===== src/rtl/mbus_reset_sequencer.sv =====
// mbus_reset_sequencer
// Generates the mbus domain reset and clock-gate enable. Reset assertion is
// asynchronous and reset release is synchronized. A software-requested domain
// reset first drains the bus, with a timeout, and then replays the hold sequence.
// Every output is driven straight from a flop.
module mbus_reset_sequencer #(
    parameter int SYNC_STAGES   = 2,
    parameter int HOLD_CYCLES   = 16,
    parameter int CLKEN_LEAD    = 4,
    parameter int DRAIN_TIMEOUT = 256,
    parameter int CNT_W         = 8
) (
    input  logic             clock,
    input  logic             reset,
    input  logic             soft_rst_req,
    input  logic             drain_ack,
    output logic             drain_req,
    output logic             out_reset,
    output logic             out_clock_en,
    output logic             ready,
    output logic             timeout_flag,
    output logic [CNT_W-1:0] rst_count
);

    localparam int HOLD_W = $clog2(HOLD_CYCLES + 1);
    localparam int TO_W   = $clog2(DRAIN_TIMEOUT + 1);

    localparam logic [HOLD_W-1:0] HOLD_LAST = HOLD_W'(HOLD_CYCLES - 1);
    localparam logic [HOLD_W-1:0] CLKEN_AT  = HOLD_W'(HOLD_CYCLES - CLKEN_LEAD);
    localparam logic [TO_W-1:0]   TO_LAST   = TO_W'(DRAIN_TIMEOUT - 1);

    typedef enum logic [1:0] {
        S_SYNC  = 2'd0,
        S_HOLD  = 2'd1,
        S_RUN   = 2'd2,
        S_DRAIN = 2'd3
    } state_t;

    // The last synchronizer stage is the SYNC->HOLD transition itself, so only
    // SYNC_STAGES-1 dedicated flops are needed ahead of the state register.
    logic [SYNC_STAGES-2:0] r_sync;
    logic [SYNC_STAGES-1:0] w_sync_next;

    state_t            r_state;
    state_t            w_state_next;
    logic [HOLD_W-1:0] r_hold_cnt;
    logic [HOLD_W-1:0] w_hold_next;
    logic [TO_W-1:0]   r_to_cnt;
    logic [TO_W-1:0]   w_to_next;
    logic              r_timeout;
    logic              w_timeout_next;
    logic [CNT_W-1:0]  r_rst_count;
    logic [CNT_W-1:0]  w_count_next;

    logic r_out_reset;
    logic r_clock_en;
    logic r_drain_req;
    logic r_ready;
    logic w_out_reset_next;
    logic w_clock_en_next;
    logic w_drain_req_next;
    logic w_ready_next;

    assign w_sync_next = {r_sync, 1'b1};

    // Next-state, counter and registered-output decode.
    always_comb begin
        // NOTE: every signal gets a default first, so no path through the
        // case leaves a value unassigned and no latch is inferred.
        w_state_next   = r_state;
        w_hold_next    = r_hold_cnt;
        w_to_next      = r_to_cnt;
        w_timeout_next = r_timeout;
        w_count_next   = r_rst_count;

        unique case (r_state)
            S_SYNC: begin
                if (w_sync_next[SYNC_STAGES-1]) begin
                    w_state_next = S_HOLD;
                    w_hold_next  = '0;
                end
            end
            S_HOLD: begin
                if (r_hold_cnt == HOLD_LAST) begin
                    w_state_next = S_RUN;
                    if (r_rst_count != '1) begin
                        w_count_next = r_rst_count + CNT_W'(1);
                    end
                end else begin
                    w_hold_next = r_hold_cnt + HOLD_W'(1);
                end
            end
            S_RUN: begin
                if (soft_rst_req) begin
                    w_state_next = S_DRAIN;
                    w_to_next    = '0;
                end
            end
            S_DRAIN: begin
                // An ack in the final timeout cycle still counts as an ack.
                if (drain_ack) begin
                    w_state_next = S_HOLD;
                    w_hold_next  = '0;
                end else if (r_to_cnt == TO_LAST) begin
                    w_state_next   = S_HOLD;
                    w_hold_next    = '0;
                    w_timeout_next = 1'b1;
                end else begin
                    w_to_next = r_to_cnt + TO_W'(1);
                end
            end
            default: w_state_next = S_SYNC;
        endcase

        // Outputs are decoded from the next state and flopped with it.
        w_ready_next     = (w_state_next == S_RUN);
        w_drain_req_next = (w_state_next == S_DRAIN);
        w_out_reset_next = !(w_state_next == S_RUN || w_state_next == S_DRAIN);
        w_clock_en_next  = (w_state_next == S_RUN) || (w_state_next == S_DRAIN) ||
                           ((w_state_next == S_HOLD) && (w_hold_next >= CLKEN_AT));
    end

    // State, counters and outputs; all return to reset values asynchronously.
    always_ff @(posedge clock or negedge reset) begin
        if (!reset) begin
            r_sync      <= '0;
            r_state     <= S_SYNC;
            r_hold_cnt  <= '0;
            r_to_cnt    <= '0;
            r_timeout   <= 1'b0;
            r_rst_count <= '0;
            r_out_reset <= 1'b1;
            r_clock_en  <= 1'b0;
            r_drain_req <= 1'b0;
            r_ready     <= 1'b0;
        end else begin
            // NOTE: non-blocking assignments so every flop samples the values
            // from before this edge, independent of statement order.
            r_sync      <= w_sync_next[SYNC_STAGES-2:0];
            r_state     <= w_state_next;
            r_hold_cnt  <= w_hold_next;
            r_to_cnt    <= w_to_next;
            r_timeout   <= w_timeout_next;
            r_rst_count <= w_count_next;
            r_out_reset <= w_out_reset_next;
            r_clock_en  <= w_clock_en_next;
            r_drain_req <= w_drain_req_next;
            r_ready     <= w_ready_next;
        end
    end

    assign out_reset    = r_out_reset;
    assign out_clock_en = r_clock_en;
    assign drain_req    = r_drain_req;
    assign ready        = r_ready;
    assign timeout_flag = r_timeout;
    assign rst_count    = r_rst_count;

endmodule


===== config.mk =====
export PLATFORM = sky130hd
export DESIGN_NAME = mbus_reset_sequencer
export DESIGN_NICKNAME = d
export VERILOG_FILES = /design/src/rtl/mbus_reset_sequencer.sv
export SDC_FILE = /design/constraint.sdc
export NUM_CORES = 1
export LEC_CHECK = 0
export BUFFER_PORTS_ARGS = -buffer_cell sky130_fd_sc_hd__buf_2
export CAP_MARGIN = 30
export CORE_AREA = 5 5 60 62
export DETAILED_ROUTE_END_ITERATION = 10
export DIE_AREA = 0 0 65 67
export PLACE_DENSITY = 0.69
export REMOVE_ABC_BUFFERS = 1
export SKIP_LAST_GASP = 1
export SLEW_MARGIN = 20
export SYNTH_ARGS = -nofsm -noshare
export SYNTH_HDL_FRONTEND = slang
export SYNTH_SLANG_ARGS = --single-unit

===== constraint.sdc =====
create_clock -name clock -period 4.5 [get_ports clock]
set_input_delay 0.225 -clock clock [delete_from_list [all_inputs] [get_ports clock]]
set_output_delay 0.225 -clock clock [all_outputs]
set_load 0.02 [all_outputs]

==> metrics.md, run 1 <==
| Metric | Value |
|---|---|
| Share of flip-flops with an asynchronous set or reset | 100% |
| Count leader, synth | dfrtp_1 |
| Sum Neg Setup Slack | 0 ps |
| Post-route DRC violation count | 0 |
| R2r worst-path depth | 9 |
| # Post-CTS Setup Buffers | 0 |
| Clk pin slew, worst setup/hold paths | roughly 90 ps |
| Status | finished clean |
| H-tree levels | 2 |
| Post-Place Cells | 181 |
| Internal power | roughly 0.0005 W |
| Hold Path End | r_to_cnt[0]$_DFFE_PN0P_ |
| Max Freq | 0.462 GHz |
| Syn Area/Cell | 10.8 um^2 |
| Ant. Diodes | 0 |
| Post-synthesis register bit count | 30 |
| RSZ-0062 raised after global routing | false |
| Arrival @ worst endpoint | 2360 ps |
| Non-Filler Instances | 189 |
| Average routed wire per standard cell | 13.2 um |
| Routed WL | 2500 um |
| Die area | around 4400 um^2 |
| Largest net degree at the start of global routing | 31 |
| Post-synth top cells | 29 x dfrtp_1, 11 x nand2_1, 11 x nor2_1 |
| Peak supply drop | 0.317 mV |
| Filler cells | 279 |
| Pwr dens | about 500 nW/um^2 |
| Layout cells sized above 1 | 19.9% |
| Top post-synthesis cells by area | dfrtp_1 50%, xnor2_1 4.8%, ha_1 3.4%, nand2_1 2.8%, nor2_1 2.8% |
| Vias in the first global route | just under 1k |
| FF-to-FF Start | r_to_cnt[1]$_DFFE_PN0P_ |
| CTS Buf Count | 5 |
| Layout Nets | 164 |
| Clock Power Share | 17.7% |
| Internal reg-to-reg setup slack | 2340 ps |
| Crit start category | flop |
| Final WS setup | around 2300 ps |
| CTS sink cnt | 30 |
| Final Skew | 3.79 ps |
| Hpwl dp | between 1500 and 2000 um |
| Combinational share of power | between 30% and 40% |
| 1st-iter DRT viols | 37 |
| WS Path Type | flop to flop |
| Finish-stage setup viols | 0 |
| Vias | around 1.0k |
| Crit. End Element | flop |
| Reg area | between 700 and 800 um^2 |
| Worst Tran Pin Value | 657 ps |
| Layout area overhead | 10.8% |
| CTS tree | done |
| Reg-to-reg endpoint | out_clock_en$_DFF_PN0_ |
| Total track usage | 13.4% |
| IO Port Bufs | 16 |
| Sequential share of the synthesized area | 51.8% |
| Worst rel slew slack | between 50 and 60% |
| Most frequently used flop master after synthesis | dfrtp_1 |
| Yosys top cell area share | 50.0% |
| Area of the multi-input gates | 652 um^2 |
| Cts repair resizes | 0 |
| Ys Warns | 0 |
| Routability-driven placement congestion ratio | ~0.84 |
| Post-synth EDFFs | 0 |
| Mapped cell area | about 1500 um^2 |
| Pre-CTS setup slack | 2360 ps |
| Detailed Routing Iterations Pass 1 | 4 |
| Via density | 5.47 |
| Max Slew Vio Count | 0 |
| P_sw | 0.000306 W |
| Yosys top cell by area | dfrtp_1 |
| Post-route clock period utilization | 48.1% |
| Crit-path max FO | 6 |
| Core Box Area | 2980 um^2 |
| Class of the most critical hold timing path | input port to flop |
| Rows | 20 |
| Final Hold Vio Count | 0 |
| Die width | 65 um |
| Die Ht | 67 um |
| Ports | 17 |
| MaxCap Viol Count | 0 |
| Hold path cells | 2 |
| Worst path required time | 4700 ps |
| Share of power burned in registers | around half |
| Antenna Nets Post-Route | 0 |
| Switching Fraction | 37.9% |
| Global-route wire length before repair | 4280 um |
| Starting Density | 48.8% |
| Count of cell types in the netlist | 39 |
| Hold Crit Start | drain_ack |
| Grt ovf | 0 |
| Fin Hold WS | ~180 ps |
| Antenna violations before repair | 0 |
| Skew-Pair Late Insertion Delay | 320 ps |
| Clock Path Buffers | 2 |
| Tmin final | around 2200 ps |
| Clk root buf | clkbuf_4 |
| Mapped Cells | 135 |
| Cts hold-fix bufs | 1 |
| Leakage | 0.810 nW |
-- kinds of logic after synthesis --
| group | after synthesis | synth area share, % |
|---|---|---|
| flops | 30 | 51.8 |
| compound gates | 25 | 12.7 |
| simple gates | 52 | 20.5 |
| xor+xnor | 12 | 7.24 |
| other cells | 1 | 0.258 |
| buf+inv | 10 | 3.36 |
| fa+ha+maj | 4 | 3.45 |
| mux | 1 | 0.775 |
-- per-layer routing --
layer / track usage [%] / wire length [um] / up-vias
met5: 0 / 0 / -
li1: - / - / 508
met3: 3.54 / 89 / 4
met2: 22.6 / 1250 / 9
met4: 7.92 / 27 / 0
met1: 15.2 / 1140 / 513
-- flip-flops by register name (all words and copies together) (netlist names) --
name          flops
r_to_cnt          9
rst_count         8
r_hold_cnt        5
r_state           2
drain_req         1
out_clock_en      1
out_reset         1
r_sync            1
ready             1
timeout_flag      1
-- critical path, cell delays in order, from the launching register on --
cell     delay [ps]
dfrtp_1         400
ha_1            220
nand3_1          80
nor2_1          100
ha_1            320
o21ai_1         180
a22o_1          280
a22o_1          190
a21oi_1         190
o21ai_1          80
-- through the flow --
step / cell area (um^2) / power (W) / utilization [%]
final: 1610 / 0.000807 / 54.0
after global routing: 1610 / 0.000867 / 54.0
after CTS: 1610 / 0.000818 / 54.0
after detailed placement: 1550 / 0.000670 / 52.1
after global placement: 1550 / 0.000658 / 52.1
after floorplan: 1430 / 0.000593 / -
-- power by group through the flow --
stage	Combinational (W)	Sequential, W	Clock, W
after CTS	0.000270	0.000397	0.000150
after global placement	0.000259	0.000399	0
after detailed placement	0.000268	0.000402	0
final	0.000266	0.000397	0.000143
after floorplan	0.000183	0.000411	0
after global routing	0.000295	0.000409	0.000163
-- final cells by class --
| type | count | area share, % |
|---|---|---|
| clock inverter | 2 | 0.622 |
| clock buffer | 5 | 2.33 |
| tap | 33 | 2.57 |
| sequential | 30 | 46.7 |
| inverter | 7 | 1.63 |
| timing repair buffer | 17 | 5.60 |
| multi-input combinational | 95 | 40.5 |
-- placed cells by master (no fill, tap or decap), types with 3 or more instances in the layout --
| cell type | Yosys | routed |
|---|---|---|
| a21oi_1 | 5 | 5 |
| a22o_1 | 3 | 3 |
| and3_1 | 3 | 3 |
| buf_2 | 0 | 16 |
| clkbuf_4 | 0 | 5 |
| dfrtp_1 | 29 | 29 |
| ha_1 | 4 | 4 |
| inv_1 | 7 | 7 |
| nand2_1 | 11 | 11 |
| nand3_1 | 7 | 7 |
| nand4_1 | 4 | 4 |
| nor2_1 | 11 | 11 |
| nor3_1 | 3 | 3 |
| o21ai_0 | 6 | 6 |
| xnor2_1 | 8 | 8 |
| xor2_1 | 4 | 4 |
-- worst max-delay path by stage --
stage	startpoint	end	slack, ps
floorplan	r_to_cnt[0]$_DFFE_PN0P_	out_clock_en$_DFF_PN0_	2630
global placement	r_to_cnt[0]$_DFFE_PN0P_	out_clock_en$_DFF_PN0_	2430
detailed placement	r_to_cnt[1]$_DFFE_PN0P_	out_clock_en$_DFF_PN0_	2360
CTS	r_to_cnt[1]$_DFFE_PN0P_	out_clock_en$_DFF_PN0_	2340
global route	r_to_cnt[1]$_DFFE_PN0P_	r_hold_cnt[1]$_DFF_PN0_	2160
finish	r_to_cnt[1]$_DFFE_PN0P_	out_clock_en$_DFF_PN0_	2340
Power figures use the tool's default switching activity.
==> inputs of run 2 (changes only) <==
PLACE_DENSITY = 0.71   (was 0.69)
clock period = 1.8 ns   (was 4.5 ns; I/O delays follow)
==> run 2 against run 1 <==
- the run now ends with negative setup slack left
- critical path depth fell by 1
- sequential power rose by 140%
- largest power group unchanged
- maximum frequency rose by 18%
- global-route usage rose by 1.6 points
- clock power rose to 3.6 times the previous value
- final cell count rose by 9.0%
- sequential cell count did not move
==> metrics.md, run 2 (synthesized netlist as in run 1, its figures left out) <==
| Metric | Value |
|---|---|
| Final WS setup | -29.6 ps (was 2340 ps) |
| Ant. Diodes | 0 (unchanged) |
| Post-route DRC violation count | 0 (unchanged) |
| Max Freq | 0.547 GHz (was 0.462 GHz) |
| Class of the most critical hold timing path | input port to flop (unchanged) |
| Worst Tran Pin Value | 646 ps (was 657 ps) |
| Die area | 4360 um^2 (unchanged) |
| CTS sink cnt | 30 (unchanged) |
| IO Port Bufs | 16 (unchanged) |
| Final Skew | 12.2 ps (was 3.79 ps) |
| Final Hold Vio Count | 0 (unchanged) |
| Antenna Nets Post-Route | 0 (unchanged) |
| Starting Density | 48.8% (unchanged) |
| Post-Place Cells | 194 (was 181) |
| Pwr dens | 1310 nW/um^2 (was 501 nW/um^2) |
| Post-route clock period utilization | 102% (was 48.1%) |
| Fin Hold WS | 71.7 ps (was 182 ps) |
| Via density | 5.42 (was 5.47) |
| H-tree levels | 2 (unchanged) |
| RSZ-0062 raised after global routing | true (was false) |
| Top reg by flops | r_to_cnt (unchanged) |
| Worst rel slew slack | 56.9% (was 56.2%) |
| Largest net degree at the start of global routing | 31 (unchanged) |
| Layout Nets | 180 (was 164) |
| Routed WL | 2970 um (was 2500 um) |
| Hold path cells | 2 (unchanged) |
| Status | complete, but fails checks (was finished clean) |
| Commonest non-fill, non-tap cells in the layout | 29 x dfrtp_1, 16 x buf_2, 16 x buf_4, 11 x nand2_1, 9 x nor2_1 (was 29 x dfrtp_1, 16 x buf_2, 11 x nor2_1, 11 x nand2_1, 8 x xnor2_1) |
| Layout area overhead | 24.5% (was 10.8%) |
| Clk pin slew, worst setup/hold paths | 100 ps (was 90 ps) |
| Detailed Routing Iterations Pass 1 | 4 (unchanged) |
| R2r worst-path depth | 8 (was 9) |
| WS Path Type | flop to flop (unchanged) |
| Hpwl dp | 2040 um (was 1860 um) |
| Max FFs per register | 9 (unchanged) |
| Skew-Pair Late Insertion Delay | 330 ps (was 320 ps) |
| Crit. End Element | flop (unchanged) |
| Die width | 65 um (unchanged) |
| Vias | 1116 (was 1034) |
| Clk root buf | clkbuf_4 (unchanged) |
| Ports | 17 (unchanged) |
| Peak supply drop | 0.754 mV (was 0.317 mV) |
| Max Slew Vio Count | 0 (unchanged) |
| Antenna violations before repair | 0 (unchanged) |
| Global-route wire length before repair | 4830 um (was 4280 um) |
| Reg area | 752 um^2 (unchanged) |
| Failing checks | negative setup slack |
| Core Box Area | 2980 um^2 (unchanged) |
| Crit start category | flop (unchanged) |
| Rows | 20 (unchanged) |
| Clock Path Buffers | 2 (unchanged) |
| Vias in the first global route | 1123 (was 977) |
| MaxCap Viol Count | 0 (unchanged) |
| Sum Neg Setup Slack | -29.6 ps (was 0 ps) |
| CTS tree | done (unchanged) |
| Routability-driven placement congestion ratio | 0.887 (was 0.835) |
| Tmin final | 1830 ps (was 2160 ps) |
| Layout cells sized above 1 | 34.7% (was 19.9%) |
| 1st-iter DRT viols | 70 (was 37) |
| Total track usage | 15.0% (was 13.4%) |
| Filler cells | 252 (was 279) |
| Grt ovf | 0 (unchanged) |
| Average routed wire per standard cell | 14.4 um (was 13.2 um) |
| Most common cell after layout, fill and taps aside | dfrtp_1 (unchanged) |
| Finish-stage setup viols | 1 (was 0) |
| Arrival @ worst endpoint | 2100 ps (was 2360 ps) |
| Worst path required time | 2070 ps (was 4700 ps) |
| Non-Filler Instances | 206 (was 189) |
| Die Ht | 67 um (unchanged) |
| CTS Buf Count | 5 (unchanged) |
| Crit-path max FO | 7 (was 6) |
| Area of the multi-input gates | 702 um^2 (was 652 um^2) |
| Pre-CTS setup slack | -55.8 ps (was 2360 ps) |
| Leakage | 0.903 nW (was 0.810 nW) |
## run 2: cell types whose count changed in the layout (fill, tap and decap cells not counted), sizes merged
cell	before	now
bufinv	0	1
buf	16	32
## run 2: final timing paths
kind / slack [ps] / start / endpoint
max: -30 / r_to_cnt[1]$_DFFE_PN0P_ / r_to_cnt[3]$_DFFE_PN0P_
min: 70 / drain_ack / r_to_cnt[0]$_DFFE_PN0P_
max reg2reg: -30 / r_to_cnt[1]$_DFFE_PN0P_ / r_to_cnt[3]$_DFFE_PN0P_
min reg2reg: 480 / timeout_flag$_DFFE_PN0P_ / timeout_flag$_DFFE_PN0P_
max in group asynchronous: 1050 / reset / r_state[1]$_DFF_PN0_
min in group asynchronous: 310 / reset / rst_count[6]$_DFFE_PN0P_
## run 2: layout make-up
| class | count | area share, % |
|---|---|---|
| clock inverters | 3 | 2.21 |
| clock buffers | 5 | 2.07 |
| well taps | 33 | 2.28 |
| inverters | 7 | 1.45 |
| repair buffers | 33 | 11.6 |
| multi-input cells | 95 | 38.8 |
| flip-flops and latches | 30 | 41.6 |
## run 2: where the power goes
part / internal, W / switching (W)
Combinational: 0.000417 / 0.000462
Sequential: 0.000819 / 0.000148
Clock: 0.000287 / 0.000230
## run 2: timing repair
item                                   CTS  global route
endpoints found under the hold margin   29             0
setup buffers                            0             3
pin swaps                                1            10
setup endpoints to repair                8            13
gates resized for setup                  2            11
hold buffers                             1             0
## run 2: critical path, cell delays in order (launching register included)
cell	delay (ps)
dfrtp_1	390
ha_2	200
nand3_2	60
nor2_2	50
ha_4	180
nor3b_4	240
o21ai_4	130
or3_1	390
a21oi_1	120
## run 2: layer usage
metal  track usage (%)  vias up  wire, um
met3              5.56        5       130
li1                  -      539         -
met2              26.3       25      1620
met5                 0        -         0
met1              15.9      547      1180
met4              6.60        0        42
## run 2: through the flow
step / utilization, % / power, W / instance area (um^2)
floorplan: - / 0.00148 / 1430
global placement: 55.4 / 0.00174 / 1650
detailed placement: 55.4 / 0.00178 / 1650
CTS: 58.5 / 0.00231 / 1740
global route: 60.8 / 0.00254 / 1810
finish: 60.8 / 0.00236 / 1810
==> inputs of run 3 (changes only) <==
CAP_MARGIN = 20   (was 30)
PLACE_DENSITY = 0.69   (was 0.71)
clock period = 2 ns   (was 1.8 ns; I/O delays follow)
==> run 3 against run 2 <==
- the run now ends clean
- maximum frequency down 2.3%
- global-route usage down 0.28 points
- non-clock buffer count decreased by 9
- first-iteration DRC count decreased by 44%
- die area is the same
- cell area is 6.6% lower
- combinational power down 22%
- sequential power is 9.1% lower
- critical path depth unchanged
- via count down 5.4%
- final cell count down 4.4%
- core utilization down 4.0 points
- highest routed layer unchanged
==> metrics.md, run 3 (synthesized netlist as in run 1, its figures left out) <==
| Metric | Value |
|---|---|
| Average routed wire per standard cell | 13.9 um (was 14.4 um) |
| Tmin final | 1870 ps (was 1830 ps) |
| Finish-stage setup viols | 0 (was 1) |
| Routed WL | 2730 um (was 2970 um) |
| Worst path required time | 2260 ps (was 2070 ps) |
| Max Slew Vio Count | 0 (unchanged) |
| CTS sink cnt | 30 (unchanged) |
| Layout Nets | 171 (was 180) |
| Post-route DRC violation count | 0 (unchanged) |
| Status | finished clean (was complete, but fails checks) |
| Worst Tran Pin Value | 658 ps (was 646 ps) |
| Rows | 20 (unchanged) |
| 1st-iter DRT viols | 39 (was 70) |
| Clk pin slew, worst setup/hold paths | 80 ps (was 100 ps) |
| Buffers and inverters on the worst path | 0 (unchanged) |
| Clock Path Buffers | 2 (unchanged) |
| WS Path Type | flop to flop (unchanged) |
| Vias | 1056 (was 1116) |
| Peak supply drop | 0.704 mV (was 0.754 mV) |
| CP Cell Sequence | ha_1 > nand3_1 > nor2_2 > ha_4 > nor3b_4 > o21ai_4 > or3_1 > a21oi_1 (was ha_2 > nand3_2 > nor2_2 > ha_4 > nor3b_4 > o21ai_4 > or3_1 > a21oi_1) |
| Most common cell after layout, fill and taps aside | dfrtp_1 (unchanged) |
| Vias in the first global route | 1045 (was 1123) |
| Final Hold Vio Count | 0 (unchanged) |
| Leakage | 0.849 nW (was 0.903 nW) |
| Routability-driven placement congestion ratio | 0.821 (was 0.887) |
| Die Ht | 67 um (unchanged) |
| Ant. Diodes | 0 (unchanged) |
| CP max stage cell | dfrtp_1 (unchanged) |
| Total track usage | 14.7% (was 15.0%) |
| Clk root buf | clkbuf_4 (unchanged) |
| Crit-path max FO | 9 (was 7) |
| CTS tree | done (unchanged) |
| Grt peak-use layer | met2 (unchanged) |
| Starting Density | 48.8% (unchanged) |
| Via density | 5.36 (was 5.42) |
| Die area | 4360 um^2 (unchanged) |
| Filler cells | 262 (was 252) |
| Antenna Nets Post-Route | 0 (unchanged) |
| Grt ovf | 0 (unchanged) |
| Skew-Pair Late Insertion Delay | 330 ps (about the same) |
| Class of the most critical hold timing path | input port to flop (unchanged) |
| Global-route wire length before repair | 4730 um (was 4830 um) |
| Commonest non-fill, non-tap cells in the layout | 29 x dfrtp_1, 16 x buf_2, 11 x nand2_1, 10 x nor2_1, 8 x xnor2_1 (was 29 x dfrtp_1, 16 x buf_2, 16 x buf_4, 11 x nand2_1, 9 x nor2_1) |
| Layout area overhead | 16.3% (was 24.5%) |
| Crit start category | flop (unchanged) |
| Post-route clock period utilization | 93.7% (was 102%) |
| Util after Layout | 56.7% (was 60.8%) |
| Layout cells sized above 1 | 24.4% (was 34.7%) |
| Ports | 17 (unchanged) |
| Max Freq | 0.534 GHz (was 0.547 GHz) |
| Arrival @ worst endpoint | 2130 ps (was 2100 ps) |
| Largest delay contributor family on the critical path | simple AND/OR/NAND/NOR gates (unchanged) |
| MaxCap Viol Count | 0 (unchanged) |
| Max incr delay on CP | 410 ps (was 390 ps) |
| H-tree levels | 2 (unchanged) |
| Die width | 65 um (unchanged) |
| Grt met2 use | 24.5% (was 26.3%) |
| Worst rel slew slack | 56.1% (was 56.9%) |
| Final WS setup | 127 ps (was -29.6 ps) |
| Largest net degree at the start of global routing | 31 (unchanged) |
| GRT met3 Usage | 5.56% (unchanged) |
| Hpwl dp | 1950 um (was 2040 um) |
| CTS Buf Count | 5 (unchanged) |
| Pre-CTS setup slack | 52.0 ps (was -55.8 ps) |
| IO Port Bufs | 16 (unchanged) |
| Detailed Routing Iterations Pass 1 | 4 (unchanged) |
| Final Skew | 6.78 ps (was 12.2 ps) |
| Top reg by flops | r_to_cnt (unchanged) |
| Max FFs per register | 9 (unchanged) |
| Met1 GRT Util | 16.7% (was 15.9%) |
| Core Box Area | 2980 um^2 (unchanged) |
| Crit. End Element | flop (unchanged) |
| Pwr dens | 1150 nW/um^2 (was 1310 nW/um^2) |
| Antenna violations before repair | 0 (unchanged) |
## run 3: cell count changes in the layout (fill, tap and decap cells not counted), sizes merged
cell,before,now
bufinv,1,0
clkbuf,5,7
clkinv,2,1
buf,32,23
## run 3: worst register-to-register path, cell delays in order (launching register included)
cell and delay (ps):
dfrtp_1 410, ha_1 230, nand3_1 90, nor2_2 60, ha_4 190, nor3b_4 220, o21ai_4 110, or3_1 360
a21oi_1 140
## run 3: power by group
| part | switching [W] | internal (W) |
|---|---|---|
| logic | 0.000366 | 0.000320 |
| clock network | 0.000204 | 0.000170 |
| registers | 0.000143 | 0.000738 |
| total | 0.000713 | 0.00123 |
## run 3: routing by layer
layer / share of wire [%] / vias up / routed length [um]
met4: 2.0 / 0 / 55
li1: - / 523 / -
met1: 44 / 513 / 1200
met2: 50 / 15 / 1370
met5: 0 / - / 0
met3: 3.7 / 5 / 102
## run 3: metrics by stage
step | cell area, um^2 | TNS, ps | cells | power, W | hold slack (ps)
floorplan | 1430 | 0 | 132 | 0.00133 | -196
global placement | 1590 | 0 | 186 | 0.00152 | 166
detailed placement | 1590 | 0 | 186 | 0.00155 | 178
CTS | 1660 | 0 | 195 | 0.00193 | 43.8
global route | 1690 | -18.1 | 197 | 0.00209 | 44.2
finish | 1690 | 0 | 197 | 0.00194 | 63.9
## run 3: cell type report
| class | count | area [um^2] | area share [%] |
|---|---|---|---|
| Inverter | 7 | 26.3 | 1.56 |
| Tap cell | 33 | 41.3 | 2.44 |
| Clock inverter | 1 | 5.00 | 0.296 |
| Multi-Input combinational cell | 95 | 667 | 39.5 |
| Sequential cell | 30 | 752 | 44.5 |
| Timing Repair Buffer | 24 | 143 | 8.44 |
| Clock buffer | 7 | 55.1 | 3.26 |
## run 3: worst paths after layout
path	startpoint	end	slack, ps	cells past startpoint
max	r_to_cnt[0]$_DFFE_PN0P_	r_to_cnt[3]$_DFFE_PN0P_	130	8
min	drain_ack	r_to_cnt[0]$_DFFE_PN0P_	60	2
max reg2reg	r_to_cnt[0]$_DFFE_PN0P_	r_to_cnt[3]$_DFFE_PN0P_	130	8
min reg2reg	timeout_flag$_DFFE_PN0P_	timeout_flag$_DFFE_PN0P_	470	1
max in group asynchronous	reset	r_to_cnt[8]$_DFFE_PN0P_	1250	2
min in group asynchronous	reset	ready$_DFF_PN0_	330	2
## run 3: repair_timing
action / 4_1_cts / 5_1_grt
resized for setup: 0 / 3
setup buffers: 0 / 2
setup endpoints to repair: 0 / 9
hold buffers: 1 / 0
endpoints found under the hold margin: 29 / 0
